## src/rtl/cnn_stream_loader.sv

```systemverilog
// Byte-stream front end for the CNN core: frames commands into the image, kernel and FC arrays,
// strobes the core's write and start inputs, then returns the core result on a handshake.
module cnn_stream_loader #(
  parameter int IMAGE_WIDTH       = 12,
  parameter int IMAGE_HEIGHT      = 12,
  parameter int KERNEL_SIZE       = 3,
  parameter int NUM_FEATURES      = 2,
  parameter int FLATTENED_LENGTH  = 50,
  parameter int FC_DATA_WIDTH     = 8,
  parameter int OUTPUT_DATA_WIDTH = 32,
  parameter int RUN_CYCLES        = 112
) (
  input  logic                         clk_i,
  input  logic                         rst_cnn,
  input  logic                         s_valid_i,
  output logic                         s_ready_o,
  input  logic [7:0]                   s_data_i,
  output logic                         r_valid_o,
  input  logic                         r_ready_i,
  output logic [OUTPUT_DATA_WIDTH-1:0] r_data_o,
  output logic                         bad_opcode_o,
  output logic signed [1:0]            image_input_o [IMAGE_HEIGHT][IMAGE_WIDTH],
  output logic signed [1:0]            feature_weights_input_o [KERNEL_SIZE*KERNEL_SIZE],
  output logic [$clog2(NUM_FEATURES):0] feature_writeAddr_o,
  output logic                         feature_WrEn_o,
  output logic [FC_DATA_WIDTH-1:0]     fullyconnected_weights_input_o [FLATTENED_LENGTH],
  output logic                         fullyconnected_WrEn_o,
  output logic                         convolution_enable_o,
  input  logic [OUTPUT_DATA_WIDTH-1:0] cnn_output_i
);

  localparam int KK  = KERNEL_SIZE * KERNEL_SIZE;
  localparam int CW  = $clog2(FLATTENED_LENGTH);
  localparam int KW  = $clog2(KK);
  localparam int RW  = $clog2(IMAGE_HEIGHT);
  localparam int CLW = $clog2(IMAGE_WIDTH);
  localparam int FAW = $clog2(NUM_FEATURES) + 1;
  localparam int RCW = $clog2(RUN_CYCLES);

  typedef enum logic [3:0] {
    S_IDLE, S_IMG, S_FADDR, S_FW, S_WR_F, S_FC, S_WR_FC, S_START, S_WAIT, S_RESULT
  } state_e;

  state_e state_q, state_d;
  logic   fire;

  logic signed [1:0]            image_q [IMAGE_HEIGHT][IMAGE_WIDTH];
  logic signed [1:0]            fw_q    [KK];
  logic [FC_DATA_WIDTH-1:0]     fc_q    [FLATTENED_LENGTH];
  logic [CW-1:0]                cnt_q;
  logic [RW-1:0]                row_q;
  logic [CLW-1:0]               col_q;
  logic [RCW-1:0]               run_q;
  logic [FAW-1:0]               fIdx_q;
  logic                         fIdxValid_q;
  logic [OUTPUT_DATA_WIDTH-1:0] rData_q;
  logic                         badOp_q, featWrEn_q, fcWrEn_q, convEn_q;

  always_ff @(posedge clk_i or negedge rst_cnn) begin
    if (!rst_cnn) state_q <= S_IDLE;
    else          state_q <= state_d;
  end

  always_comb begin
    state_d   = state_q;
    s_ready_o = 1'b0;
    r_valid_o = 1'b0;
    case (state_q)
      S_IDLE, S_IMG, S_FADDR, S_FW, S_FC: s_ready_o = 1'b1;
      S_RESULT:                           r_valid_o = 1'b1;
      default: ;
    endcase
    fire = s_valid_i && s_ready_o;
    case (state_q)
      S_IDLE:
        if (fire) begin
          case (s_data_i)
            8'h01:   state_d = S_IMG;
            8'h02:   state_d = S_FADDR;
            8'h03:   state_d = S_FC;
            8'h04:   state_d = S_START;
            default: state_d = S_IDLE;
          endcase
        end
      S_IMG:
        if (fire && row_q == RW'(IMAGE_HEIGHT - 1) && col_q == CLW'(IMAGE_WIDTH - 1))
          state_d = S_IDLE;
      S_FADDR: if (fire) state_d = S_FW;
      S_FW:    if (fire && cnt_q == CW'(KK - 1)) state_d = S_WR_F;
      S_FC:    if (fire && cnt_q == CW'(FLATTENED_LENGTH - 1)) state_d = S_WR_FC;
      S_WR_F, S_WR_FC: state_d = S_IDLE;
      S_START: state_d = S_WAIT;
      S_WAIT:  if (run_q == '0) state_d = S_RESULT;
      S_RESULT: if (r_ready_i) state_d = S_IDLE;
      default: state_d = S_IDLE;
    endcase
  end

  // Core strobes are decoded from the next state so each is a clean register output.
  always_ff @(posedge clk_i or negedge rst_cnn) begin
    if (!rst_cnn) begin
      for (int r = 0; r < IMAGE_HEIGHT; r++)
        for (int c = 0; c < IMAGE_WIDTH; c++) image_q[r][c] <= '0;
      for (int i = 0; i < KK; i++) fw_q[i] <= '0;
      for (int i = 0; i < FLATTENED_LENGTH; i++) fc_q[i] <= '0;
      cnt_q       <= '0;
      row_q       <= '0;
      col_q       <= '0;
      run_q       <= '0;
      fIdx_q      <= '0;
      fIdxValid_q <= 1'b0;
      rData_q     <= '0;
      badOp_q     <= 1'b0;
      featWrEn_q  <= 1'b1;
      fcWrEn_q    <= 1'b1;
      convEn_q    <= 1'b1;
    end else begin
      badOp_q    <= (state_q == S_IDLE) && fire && (s_data_i == 8'h00 || s_data_i > 8'h04);
      featWrEn_q <= !(state_d == S_WR_F && fIdxValid_q);
      fcWrEn_q   <= !(state_d == S_WR_FC);
      convEn_q   <= !(state_d == S_START);
      case (state_q)
        S_IDLE:
          if (fire) begin
            cnt_q <= '0;
            row_q <= '0;
            col_q <= '0;
          end
        S_IMG:
          if (fire) begin
            image_q[row_q][col_q] <= s_data_i[1:0];
            if (col_q == CLW'(IMAGE_WIDTH - 1)) begin
              col_q <= '0;
              row_q <= row_q + 1'b1;
            end else begin
              col_q <= col_q + 1'b1;
            end
          end
        S_FADDR:
          if (fire) begin
            fIdx_q      <= s_data_i[FAW-1:0];
            fIdxValid_q <= s_data_i < 8'(NUM_FEATURES);
          end
        S_FW:
          if (fire) begin
            fw_q[cnt_q[KW-1:0]] <= s_data_i[1:0];
            cnt_q <= cnt_q + 1'b1;
          end
        S_FC:
          if (fire) begin
            fc_q[cnt_q] <= FC_DATA_WIDTH'(s_data_i);
            cnt_q <= cnt_q + 1'b1;
          end
        S_START: run_q <= RCW'(RUN_CYCLES - 1);
        S_WAIT:
          if (run_q == '0) rData_q <= cnn_output_i;
          else             run_q   <= run_q - 1'b1;
        default: ;
      endcase
    end
  end

  assign image_input_o                  = image_q;
  assign feature_weights_input_o        = fw_q;
  assign fullyconnected_weights_input_o = fc_q;
  assign feature_writeAddr_o            = fIdx_q;
  assign feature_WrEn_o                 = featWrEn_q;
  assign fullyconnected_WrEn_o          = fcWrEn_q;
  assign convolution_enable_o           = convEn_q;
  assign bad_opcode_o                   = badOp_q;
  assign r_data_o                       = rData_q;

endmodule

```

## config.mk

```make
export PLATFORM = sky130hd
export DESIGN_NAME = cnn_stream_loader
export DESIGN_NICKNAME = d
export VERILOG_FILES = /design/src/rtl/cnn_stream_loader.sv
export SDC_FILE = /design/constraint.sdc
export NUM_CORES = 1
export LEC_CHECK = 0
export CORE_AREA = 3 3 308 310
export CTS_CLUSTER_SIZE = 24
export DETAILED_ROUTE_END_ITERATION = 6
export DIE_AREA = 0 0 311 313
export PLACE_DENSITY = 0.54
export SYNTH_ARGS = -nofsm -noshare
export SYNTH_HDL_FRONTEND = slang
export SYNTH_SLANG_ARGS = --single-unit
```

## constraint.sdc

```tcl
create_clock -name clk_i -period 6.2 [get_ports clk_i]
set_clock_uncertainty 0.05 [all_clocks]
set_input_delay 0.62 -clock clk_i [delete_from_list [all_inputs] [get_ports clk_i]]
set_output_delay 0.62 -clock clk_i [all_outputs]
set_load 0.05 [all_outputs]
```

==> results of run 1 <==
## synth_stat cells, types with 7 or more instances
| cell type | instances | area share [%] |
|---|---|---|
| dfrtp_1 | 767 | 63 |
| mux2_2 | 735 | 27 |
| nor2_1 | 149 | 1.8 |
| clkbuf_1 | 107 | 1.3 |
| nand2_1 | 76 | 0.94 |
| nor2_2 | 36 | 0.74 |
| nand3_1 | 17 | 0.28 |
| o21ai_0 | 14 | 0.23 |
| and2_1 | 13 | 0.27 |
| ha_1 | 13 | 0.54 |
| inv_1 | 12 | 0.15 |
| nor3_1 | 11 | 0.18 |
| a21oi_1 | 9 | 0.15 |
| buf_2 | 7 | 0.12 |
| xor2_1 | 7 | 0.20 |
## cell usage in the layout (no fill, tap or decap), types with 19 or more instances in the layout
cell,count
clkbuf_16,92
dfrtp_1,767
clkdlybuf4s50_1,780
nor2_1,149
clkbuf_8,19
nand2_1,76
clkbuf_1,20
nor2_2,36
mux2_2,735
## per-stage QoR
stage                     util, %  instance area, um2  worst slack, ns
after floorplan                 -               30300             3.58
after global placement       43.0               39500             2.50
after detailed placement     43.0               39500             2.39
after CTS                    46.3               42500             2.57
after global routing         46.3               42500             2.49
final                        46.3               42500             2.64
## repair_timing
item / in CTS / in global routing
hold endpoints to repair: 23 / 0
setup buffers: 0 / 0
hold buffers: 1 / 0
endpoints found under the setup margin: 0 / 0
gates resized for setup: 0 / 0
## worst reg2reg max path: cells and delay by family (launching register included)
kind	cells	cell delay (ns)
multiplexers	1	0.36
flip-flops	1	0.56
AND/OR/NAND/NOR	4	2.06
## per-layer routing
| metal | track usage, % | wire length [um] | part of all wire, % | vias up |
|---|---|---|---|---|
| li1 | - | - | - | 8736 |
| met1 | 25.8 | 43200 | 39 | 10602 |
| met2 | 37.3 | 53800 | 49 | 682 |
| met3 | 7.46 | 8430 | 7.7 | 154 |
| met4 | 8.10 | 4120 | 3.8 | 0 |
| met5 | 0 | 0 | 0 | - |
## final timing paths
path	startpoint	to	slack, ns	cells after the start
worst max-delay path	state_q[1]	r_valid_o	2.64	3
worst min-delay path	s_data_i[0]	fullyconnected_weights_input_o[248]	0.30	2
worst max register to register	state_q[1]	image_input_o[138]	3.05	5
worst min register to register	image_input_o[95]	image_input_o[95]	0.44	1
max in group asynchronous	rst_cnn	fullyconnected_weights_input_o[168]	4.00	3
min in group asynchronous	rst_cnn	r_data_o[5]	0.57	2
## area by class of cell
| type | instances | area (um2) |
|---|---|---|
| Sequential cell | 770 | 19300 |
| Clock inverter | 30 | 365 |
| Multi-Input combinational cell | 1161 | 10600 |
| Clock buffer | 131 | 2640 |
| Timing Repair Buffer | 811 | 8090 |
| Tap cell | 1243 | 1560 |
| Fill cell | 8275 | 49400 |
| Inverter | 12 | 45.0 |
## logic make-up (layout without fill, tap and decap cells)
kind of cell | count (synthesis) | in the layout
mux | 741 | 741
xor+xnor | 9 | 9
simple gates | 358 | 358
buf+inv | 129 | 984
fa+ha+maj | 13 | 13
flops | 770 | 770
compound gates | 40 | 40
## sequential cells by signal, summed over array words and instances (netlist names)
signal and flops:
cnt_q 6, image_input_o 288, fIdxValid_q 1, state_q 4, fullyconnected_weights_input_o 400, col_q 4
convolution_enable_o 1, row_q 4, run_q 7, feature_weights_input_o 18, feature_writeAddr_o 2, r_data_o 32
feature_WrEn_o 1, bad_opcode_o 1, fullyconnected_WrEn_o 1
## power by group
| group | switching (mW) | internal [mW] |
|---|---|---|
| Combinational | 1.64 | 0.729 |
| Sequential | 0.219 | 5.30 |
| Clock | 2.14 | 3.20 |
| Total | 4.00 | 9.23 |
==> results.json, run 1 <==
{
  "crit_type": "flip-flop to output port",
  "cts.sinks": 770,
  "synth_edf_count": 0,
  "first_pass_iters": 5,
  "crit_fanout": 17,
  "cts_tree": "yes",
  "grt_pass1_wl_mm": 158,
  "port-buffer-count": 789,
  "rows": 111,
  "die_area_mm2": 0.0973,
  "synth-simple-area-share_pct": 5.71,
  "track_usage_pct": 22.0,
  "ant_nets": 0,
  "grt_pass1_vias": 21508,
  "netlist_instances": 2060,
  "grt_max_degree": 197,
  "clock.fmax_mhz": 281,
  "cp_top_family": "buffers and inverters",
  "dr_total_vias": 20174,
  "synth_compound_area_share_pct": 0.845,
  "worstPathArrival_ns": 2.89,
  "endpoint_kind": "output port",
  "diodes": 0,
  "drc": 0,
  "max-slew-margin-rel_pct": 24.7,
  "dp_hpwl_mm": 77.6,
  "syn_nets": 2117,
  "gp_congestion": 0.792,
  "cpPeakStageDelay_ns": 1.00,
  "cp_cell_sequence": "nand2b_1 > nor3b_1 > clkdlybuf4s50_1",
  "drive_gt1_share_pct": 33.0,
  "max_cap_viol_count": 0,
  "totalPowerFinal_mw": 13.2,
  "vdd_drop_max_mv": 0.195,
  "synth-xor-area-share_pct": 0.260,
  "place_inst": 3996,
  "clk_latency_ns": 0.63,
  "maxSlewViolCount": 0,
  "period_minus_slack_ns": 3.56,
  "ys_async_sr_fraction_pct": 100,
  "nets": 2901,
  "crit_path_top_delay_cell": "clkdlybuf4s50_1",
  "area.growth.synth_to_final_pct": 40.2,
  "antenna_found_initial": 1,
  "die_w_um": 311,
  "io_pins": 790,
  "final-hold-violation-count": 0,
  "critPathRequiredTime_ns": 5.53,
  "p_per_area_mw_per_mm2": 311,
  "synth-seq-area-share_pct": 63.5,
  "synth_ff_type": "dfrtp_1",
  "wire_per_inst_um": 26.3,
  "holdWs_ns": 0.297,
  "setup_viol": 0,
  "die-height_um": 313,
  "outcome": "finished clean",
  "final.period_utilization_pct": 57.5,
  "synth_fa_ha_area_share_pct": 0.536,
  "vias_per_cell": 4.85,
  "htreeDepth": 3,
  "dr.first_iter.drc_count": 1088,
  "netlist_area_mm2": 0.0303,
  "core_mm2": 0.0919,
  "gr-total-overflow": 0,
  "cts_root_buf": "clkbuf_16",
  "synth_area_per_cell_um2": 14.7,
  "synth_top_family_by_area": "multiplexers",
  "synth_warnings": 0,
  "start_util_pct": 33.0,
  "path_clk_slew_ns": 0.06,
  "tightest_slew_ns": 1.13,
  "routed_wl_mm": 110,
  "clock_path_buffers": 3,
  "synth_cell_type_count": 50,
  "p_leak_nw": 19.7,
  "synth-seq-cells": 770,
  "path_buf_inv": 1,
  "hp-class": "input pin to flip-flop",
  "yosys-mux-area-fraction_pct": 27.5,
  "cp-start-kind": "flip-flop",
  "final_cells": 4158,
  "cts-buffers-inserted": 88,
  "finalSetupTns_ns": 0,
  "rsz0062_at_grt": "no"
}
(Power assumes the default switching activity.)
==> inputs of run 2 (changes only) <==
Clock period 6.2 ns to 3.3 ns, I/O delays scaled along.
==> results.json, run 2 (synthesized netlist as in run 1, its figures left out) <==
{
  "maxSlewViolCount": 0,
  "pwr-share-clk_pct": 39.6,
  "diodes": 0,
  "die_w_um": 311,
  "rows": 111,
  "wire_per_inst_um": 26.2,
  "fin_util_pct": 46.7,
  "nets": 2952,
  "vdd_drop_max_mv": 0.509,
  "area.growth.synth_to_final_pct": 41.5,
  "dp_slack_ns": 0.0529,
  "placed_cell_area_mm2": 0.0400,
  "dr.first_iter.drc_count": 1108,
  "finalSetupTns_ns": 0,
  "max-slew-margin-rel_pct": 39.7,
  "grt_pass1_wl_mm": 160,
  "cp-startpoint": "state_q[0]",
  "cts_tree": "yes",
  "layout_common_cells": "clkdlybuf4s50_1, dfrtp_1, mux2_2",
  "start_util_pct": 33.0,
  "final.period_utilization_pct": 95.0,
  "die-height_um": 313,
  "drc": 0,
  "max_cap_viol_count": 0,
  "grt_pass1_vias": 21795,
  "p_sw_mw": 7.47,
  "cts.sinks": 770,
  "layout_commonest_cell": "clkdlybuf4s50_1",
  "antenna_found_initial": 2,
  "first_pass_iters": 5,
  "worstHoldStart": "s_data_i[2]",
  "setup_viol": 0,
  "power.share.switching_pct": 30.4,
  "cts_root_buf": "clkbuf_16",
  "p_leak_nw": 19.9,
  "grt_max_degree": 150,
  "clock.fmax_mhz": 319,
  "critPathRequiredTime_ns": 2.92,
  "gp_congestion": 0.801,
  "largest_reg_flops": 400,
  "worstReg2RegStart": "state_q[2]",
  "fill_cells": 8183,
  "worstPathArrival_ns": 2.75,
  "io_pins": 790,
  "drive_gt1_share_pct": 34.1,
  "final-hold-violation-count": 0,
  "path_clk_slew_ns": 0.06,
  "p_per_area_mw_per_mm2": 573,
  "seqPwrFrac_pct": 42.1,
  "finalInstanceArea_mm2": 0.0429,
  "die_area_mm2": 0.0973,
  "vias_per_cell": 4.84,
  "port-buffer-count": 789,
  "clk_latency_ns": 0.66,
  "ant_nets": 0,
  "crit_type": "flip-flop to output port",
  "totalPowerFinal_mw": 24.6,
  "track_usage_pct": 22.3,
  "rsz0062_at_grt": "no",
  "clock_path_buffers": 3,
  "multi_input_area_mm2": 0.0106,
  "dr_total_vias": 20376,
  "combinationalPowerShare_pct": 18.3,
  "cts-buffers-inserted": 87,
  "gr-total-overflow": 0,
  "outcome": "finished clean",
  "setup_ws_ns": 0.166,
  "core_mm2": 0.0919,
  "endpoint_kind": "output port",
  "routed_wl_mm": 110,
  "intPower_mw": 17.1,
  "hp-class": "input pin to flip-flop",
  "dp_hpwl_mm": 79.9,
  "htreeDepth": 3,
  "cp-start-kind": "flip-flop",
  "seqCellArea_mm2": 0.0193,
  "period_minus_slack_ns": 3.13,
  "crit_fanout": 7,
  "tightest_slew_ns": 0.892
}
-- run 2: cell count changes in the layout (fill, tap and decap cells not counted), moves of 4 or more --
cell,delta
buf_12,+7
clkinv_2,-4
clkinvlp_4,+4
inv_6,+4
buf_4,+44
clkbuf_16,-5
clkbuf_8,+5
-- run 2: power groups by stage --
stage | clock [mW] | combinational (mW) | sequential (mW)
after floorplan | 0 | 1.14 | 12.0
after global placement | 0 | 4.48 | 10.5
after detailed placement | 0 | 4.53 | 10.5
after CTS | 10.1 | 4.54 | 10.4
after global routing | 10.4 | 4.73 | 10.4
final | 9.75 | 4.49 | 10.4
-- run 2: final timing paths --
kind                                                  endpoint  slack, ns  cells past startpoint
min in group asynchronous                          r_data_o[0]       0.18                      2
max                                                  s_ready_o       0.17                      4
min                                                fIdxValid_q       0.15                      4
max reg2reg                                  image_input_o[75]       0.29                      6
max in group asynchronous  fullyconnected_weights_input_o[120]       1.88                      4
min reg2reg                                 image_input_o[138]       0.45                      1
-- run 2: through the flow --
stage	cells	hold WS [ns]
5_1_grt	4210	0.140
4_1_cts	4210	0.103
2_1_floorplan	2060	-0.0156
3_5_place_dp	4046	0.321
3_3_place_gp	4046	0.319
6_report	4210	0.154
-- run 2: cell type report --
type	instances	share of cell area, %
inverters	12	0.105
well taps	1243	3.62
flip-flops and latches	770	44.9
clock buffers	132	6.03
clock inverters	29	0.723
multi-input cells	1161	24.6
repair buffers	863	20.0
-- run 2: what timing repair did --
item / in CTS / in global routing
buffers inserted: 0 / 0
hold buffers: 3 / 0
endpoints found under the hold margin: 56 / 0
resized for setup: 0 / 0
-- run 2: metal layers --
layer	track usage [%]	vias up	wire (um)
li1	-	8861	-
met1	26.2	10696	43700
met2	38.1	677	54500
met3	7.73	140	8430
met4	7.18	2	3560
met5	0	-	13
-- run 2: critical path: stages (launching register included) --
cell and delay (ns):
dfrtp_1 0.48, buf_4 0.19, nand2b_1 0.23, a21oi_1 0.28, clkdlybuf4s50_1 0.91
==> inputs of run 3 (changes only) <==
Settings changed: CELL_PAD_IN_SITES_DETAIL_PLACEMENT set to 0, CELL_PAD_IN_SITES_GLOBAL_PLACEMENT set to 2, CORE_AREA 3 3 308 310 to unset, CORE_MARGIN set to 2, CORE_UTILIZATION set to 33, DIE_AREA 0 0 311 313 to unset, PLACE_DENSITY 0.54 to 0.77.
Clock period 3.3 ns to 3.5 ns, I/O delays scaled along.
==> results.json, run 3 (synthesized netlist as in run 1, its figures left out) <==
{
  "nets": 2928,
  "vias_per_cell": 4.94,
  "cts_root_buf": "clkbuf_16",
  "p_per_area_mw_per_mm2": 548,
  "worstPathArrival_ns": 2.77,
  "dr_total_vias": 20372,
  "cts.sinks": 770,
  "clock_path_buffers": 3,
  "endpoint_kind": "output port",
  "cpPeakStageDelay_ns": 0.96,
  "fill_cells": 8195,
  "drive_gt1_share_pct": 33.6,
  "rsz0062_at_grt": "no",
  "start_util_pct": 33.2,
  "rows": 111,
  "multi_input_area_mm2": 0.0106,
  "setup_viol": 0,
  "period_minus_slack_ns": 3.17,
  "layout_commonest_cell": "clkdlybuf4s50_1",
  "dr.first_iter.drc_count": 1075,
  "holdWs_ns": 0.0823,
  "routed_wl_mm": 110,
  "max_cap_viol_count": 0,
  "io_pins": 790,
  "gp_congestion": 0.811,
  "maxSlewViolCount": 0,
  "cp_cell_sequence": "buf_4 > nand2b_1 > nor3b_1 > clkdlybuf4s50_1",
  "cp_top_family": "buffers and inverters",
  "tightest_slew_ns": 1.23,
  "wire_per_inst_um": 26.7,
  "drc": 0,
  "cp-start-kind": "flip-flop",
  "layout_common_cells": "clkdlybuf4s50_1, dfrtp_1, mux2_2",
  "reg2reg_slack_ns": 0.53,
  "outcome": "finished clean",
  "port-buffer-count": 789,
  "hp-class": "input pin to flip-flop",
  "antenna_found_initial": 3,
  "area.growth.synth_to_final_pct": 40.7,
  "vdd_drop_max_mv": 0.420,
  "die_area_mm2": 0.0944,
  "crit_path_top_delay_cell": "clkdlybuf4s50_1",
  "die_w_um": 307,
  "clk_latency_ns": 0.67,
  "path_buf_inv": 2,
  "grt_pass1_vias": 21873,
  "cts-buffers-inserted": 87,
  "crit_type": "flip-flop to output port",
  "ant_nets": 0,
  "p_leak_nw": 19.8,
  "cts_tree": "yes",
  "path_clk_slew_ns": 0.06,
  "largest_reg_flops": 400,
  "core_mm2": 0.0914,
  "seqCellArea_mm2": 0.0193,
  "grt_max_degree": 206,
  "finalSetupTns_ns": 0,
  "final-hold-violation-count": 0,
  "max-slew-margin-rel_pct": 18.0,
  "clock.fmax_mhz": 315,
  "die-height_um": 307,
  "critPathRequiredTime_ns": 3.10,
  "dp_hpwl_mm": 78.9,
  "htreeDepth": 3,
  "track_usage_pct": 23.0,
  "gr-total-overflow": 0,
  "grt_pass1_wl_mm": 158,
  "first_pass_iters": 4,
  "final.period_utilization_pct": 90.7,
  "crit_fanout": 16
}
-- run 3: changes by cell type in the layout (fill, tap and decap cells not counted), sizes merged --
cell,previous run,this run
clkbuf,132,126
diode,0,3
bufinv,4,5
buf,81,57
clkdlybuf4s50,779,780
clkinvlp,5,6
dlygate4sd3,3,2
-- run 3: cell type report --
cell class / instances / area share (%)
sequential: 770 / 45.1
multi-input combinational: 1161 / 24.8
timing repair buffer: 839 / 19.6
clock buffer: 126 / 6.03
tap: 1186 / 3.48
clock inverter: 31 / 0.850
inverter: 12 / 0.106
antenna: 3 / 0.0176
-- run 3: path summary, 6_finish.rpt --
kind                              from                                  end  depth (start not counted)
setup / recovery            state_q[1]                            r_valid_o                          4
hold / removal             s_data_i[2]  fullyconnected_weights_input_o[122]                          2
setup reg to reg            state_q[2]                   image_input_o[171]                          6
hold reg to reg            fIdxValid_q                          fIdxValid_q                          2
max in group asynchronous      rst_cnn  fullyconnected_weights_input_o[277]                          4
min in group asynchronous      rst_cnn                         r_data_o[11]                          2
-- run 3: worst reg2reg max path, stage by stage (launching register included) --
cell and delay (ns):
dfrtp_1 0.37, buf_4 0.18, or3b_2 0.59, nor4b_4 0.44, nand2_1 0.52, nor2_1 0.33
mux2_2 0.37
-- run 3: routing by layer --
metal	global-route usage, %	vias to the layer above	share of wire (%)
li1	-	8773	-
met1	26.5	10799	38
met2	39.1	582	50
met3	5.94	216	5.8
met4	12.7	2	5.8
met5	0	-	0.010
-- run 3: through the flow --
| step | area, um2 | std cells | total power [mW] | setup slack (ns) | utilization [%] |
|---|---|---|---|---|---|
| after detailed placement | 39700 | 3966 | 14.2 | 0.246 | 43.5 |
| after global placement | 39700 | 3966 | 14.2 | 0.272 | 43.5 |
| after floorplan | 30300 | 2060 | 12.4 | 1.11 | - |
| after global routing | 42700 | 4125 | 24.3 | 0.169 | 46.7 |
| final | 42700 | 4128 | 23.4 | 0.326 | 46.7 |
| after CTS | 42700 | 4125 | 23.7 | 0.228 | 46.7 |
-- run 3: power by group --
| part | internal (mW) | switching, mW |
|---|---|---|
| clock network | 5.50 | 3.84 |
| logic | 1.33 | 2.98 |
| registers | 9.39 | 0.363 |
| total | 16.2 | 7.18 |
-- run 3: repair_timing --
| item | in CTS | in global routing |
|---|---|---|
| buffers inserted | 0 | 0 |
| resized for setup | 0 | 0 |
| hold endpoints to repair | 75 | 0 |
| hold buffers | 2 | 0 |
==> variant (settings of run 3) <==
Change the parameter `NUM_FEATURES` from 2 to 4.
--- a/src/rtl/cnn_stream_loader.sv
+++ b/src/rtl/cnn_stream_loader.sv
@@ -4,7 +4,7 @@
   parameter int IMAGE_WIDTH       = 12,
   parameter int IMAGE_HEIGHT      = 12,
   parameter int KERNEL_SIZE       = 3,
-  parameter int NUM_FEATURES      = 2,
+  parameter int NUM_FEATURES      = 4,
   parameter int FLATTENED_LENGTH  = 50,
   parameter int FC_DATA_WIDTH     = 8,
   parameter int OUTPUT_DATA_WIDTH = 32,
Interface: changed (resized feature_writeAddr_o); port bits go from 790 to 791. The function was not compared with the original's and may differ.
==> variant against run 3 <==
- synthesized area grew 0.26%
- final area grew 0.30%
- sequential cell count rose by 1
- largest cell class unchanged
- setup slack worse by 95 ps
- hold slack improved by 45 ps
- routed wire length shrank 1.3%
Power is not compared: it rests on default switching activity, and its combinational part moved more than twofold at a synthesized area within 25%.
==> variant: results (changes against run 3) <==
Outcome
  • Status: complete, no violations

Drt
  • First drt pass iteration count: 5 (+1)
  • Via count: 20250 (-0.59%)
  • 1st-iter DRT viols: 1049 (-2.4%)
  • Post-Route WL: 108900 um (-1.3%)
  • Via/cell ratio: 4.887 (-0.98%)

Logic synthesis
  • Post-synthesis sequential area ratio: 63.44% (-0.082 points)
  • Commonest cells post-synth: 768 x dfrtp_1, 723 x mux2_2, 114 x nand2_1
  • Largest cells by area after synthesis: dfrtp_1 63%, mux2_2 27%, nand2_1 1.4%
  • Avg Inst Size Synth: 14.79 um^2 (+0.41%)
  • Net Count, Synth: 2114 (-0.14%)

Pwr
  • Pleak: 19.83 nW

Placement
  • Pre-CTS setup slack: 210.8 ps (-35.21 ps)
  • IO Port Bufs: 790 (+0.13%)
  • Cells after DPL: 3980 (+0.35%)
  • Cell Area, Placed: 39880 um^2 (+0.40%)
  • Placer congestion estimate: 0.8327 (+2.6%)

Global routing
  • Vias in the first global route: 21840 (-0.14%)
  • Largest net degree at the start of global routing: 171 (-17%)
  • First-pass GRT wire length: 157500 um (-0.63%)
  • All-Layer GR Usage: 22.76% (-0.27 points)
  • Initial antenna violation count: 0 (-3)

Critical path
  • Largest fanout on the critical path: 13 (-3)
  • CP peak stage delay: 890 ps (-70 ps)

Floorplanning
  • Area of the die: 94620 um^2 (+0.26%)

Finish
  • Non-clk buf share: 19.77% (+0.17 points)
  • Fill cells: 8106 (-1.1%)
  • Multi-In Gates: 1160 (-0.086%)
  • # clk buffers: 140 (+11%)
  • Area of the multi-input gates: 10620 um^2 (+0.39%)
  • Seq area share: 45.07% (-0.077 points)
  • Area grow syn2layout: 40.76% (about the same)
  • Ant. Diodes: 0 (-3)
  • Clock-cell share: 6.788% (-0.094 points)
  • Non-clk bufs: 853 (+1.7%)
  • Inverters: 13 (+1)
  • Share of cells above drive strength 1: 33.37% (-0.25 points)

Clock tree
  • Clock sinks: 771 (+0.13%)
  • Inserted Clock Buffers: 88 (+1.1%)

Timing
  • Worst Tran Pin Value: 925.0 ps (-305.5 ps)
## variant: cell count changes after synthesis, moves of 6 or more
cell | before | now
nand2_1 | 76 | 114
nor2_1 | 149 | 113
nor2_4 | 0 | 18
clkbuf_1 | 107 | 90
nor2_2 | 36 | 20
buf_2 | 7 | 20
mux2_2 | 735 | 723
nand3_1 | 17 | 10
o21ai_0 | 14 | 20
## variant: metal layers
metal	wire [um]	global-route usage [%]
met1	43240	26.97
met4	3777	7.930
met2	54380	38.96
met5	0	0
met3	7506	7.047
## variant: cell families (layout without fill, tap and decap cells)
group / after synthesis / after routing / synth area share, %
buf+inv: 126 / 1027 / 1.662
fa+ha+maj: 13 / 13 / 0.5348
flops: 771 / 771 / 63.44
simple gates: 364 / 364 / 6.150
compound gates: 39 / 39 / 0.7816
mux: 731 / 731 / 27.06
xor+xnor: 13 / 13 / 0.3743
## variant: power by group through the flow
stage | Combinational, mW | Sequential, mW | Clock, mW
6_report | 1.65 | 9.19 | 9.20
5_1_grt | 1.77 | 9.20 | 9.85
4_1_cts | 1.68 | 9.19 | 9.45
3_5_place_dp | 1.67 | 9.35 | 0
3_3_place_gp | 1.65 | 9.34 | 0
2_1_floorplan | 0.442 | 9.71 | 0
## variant: final timing paths
path                             start  slack, ps                                  end  depth (start not counted)
max                         state_q[1]        230                            r_valid_o                          3
min                        s_data_i[5]        130                          fIdxValid_q                          4
max reg2reg                 state_q[1]        620  fullyconnected_weights_input_o[373]                          5
min reg2reg                fIdxValid_q        430                          fIdxValid_q                          2
max in group asynchronous      rst_cnn       1910                    image_input_o[81]                          3
min in group asynchronous      rst_cnn        260                   image_input_o[212]                          2
## variant: what timing repair did
| action | 4_1_cts | 5_1_grt |
|---|---|---|
| hold endpoints to repair | 72 | 0 |
| gates resized for setup | 0 | 0 |
| hold buffers | 3 | 0 |
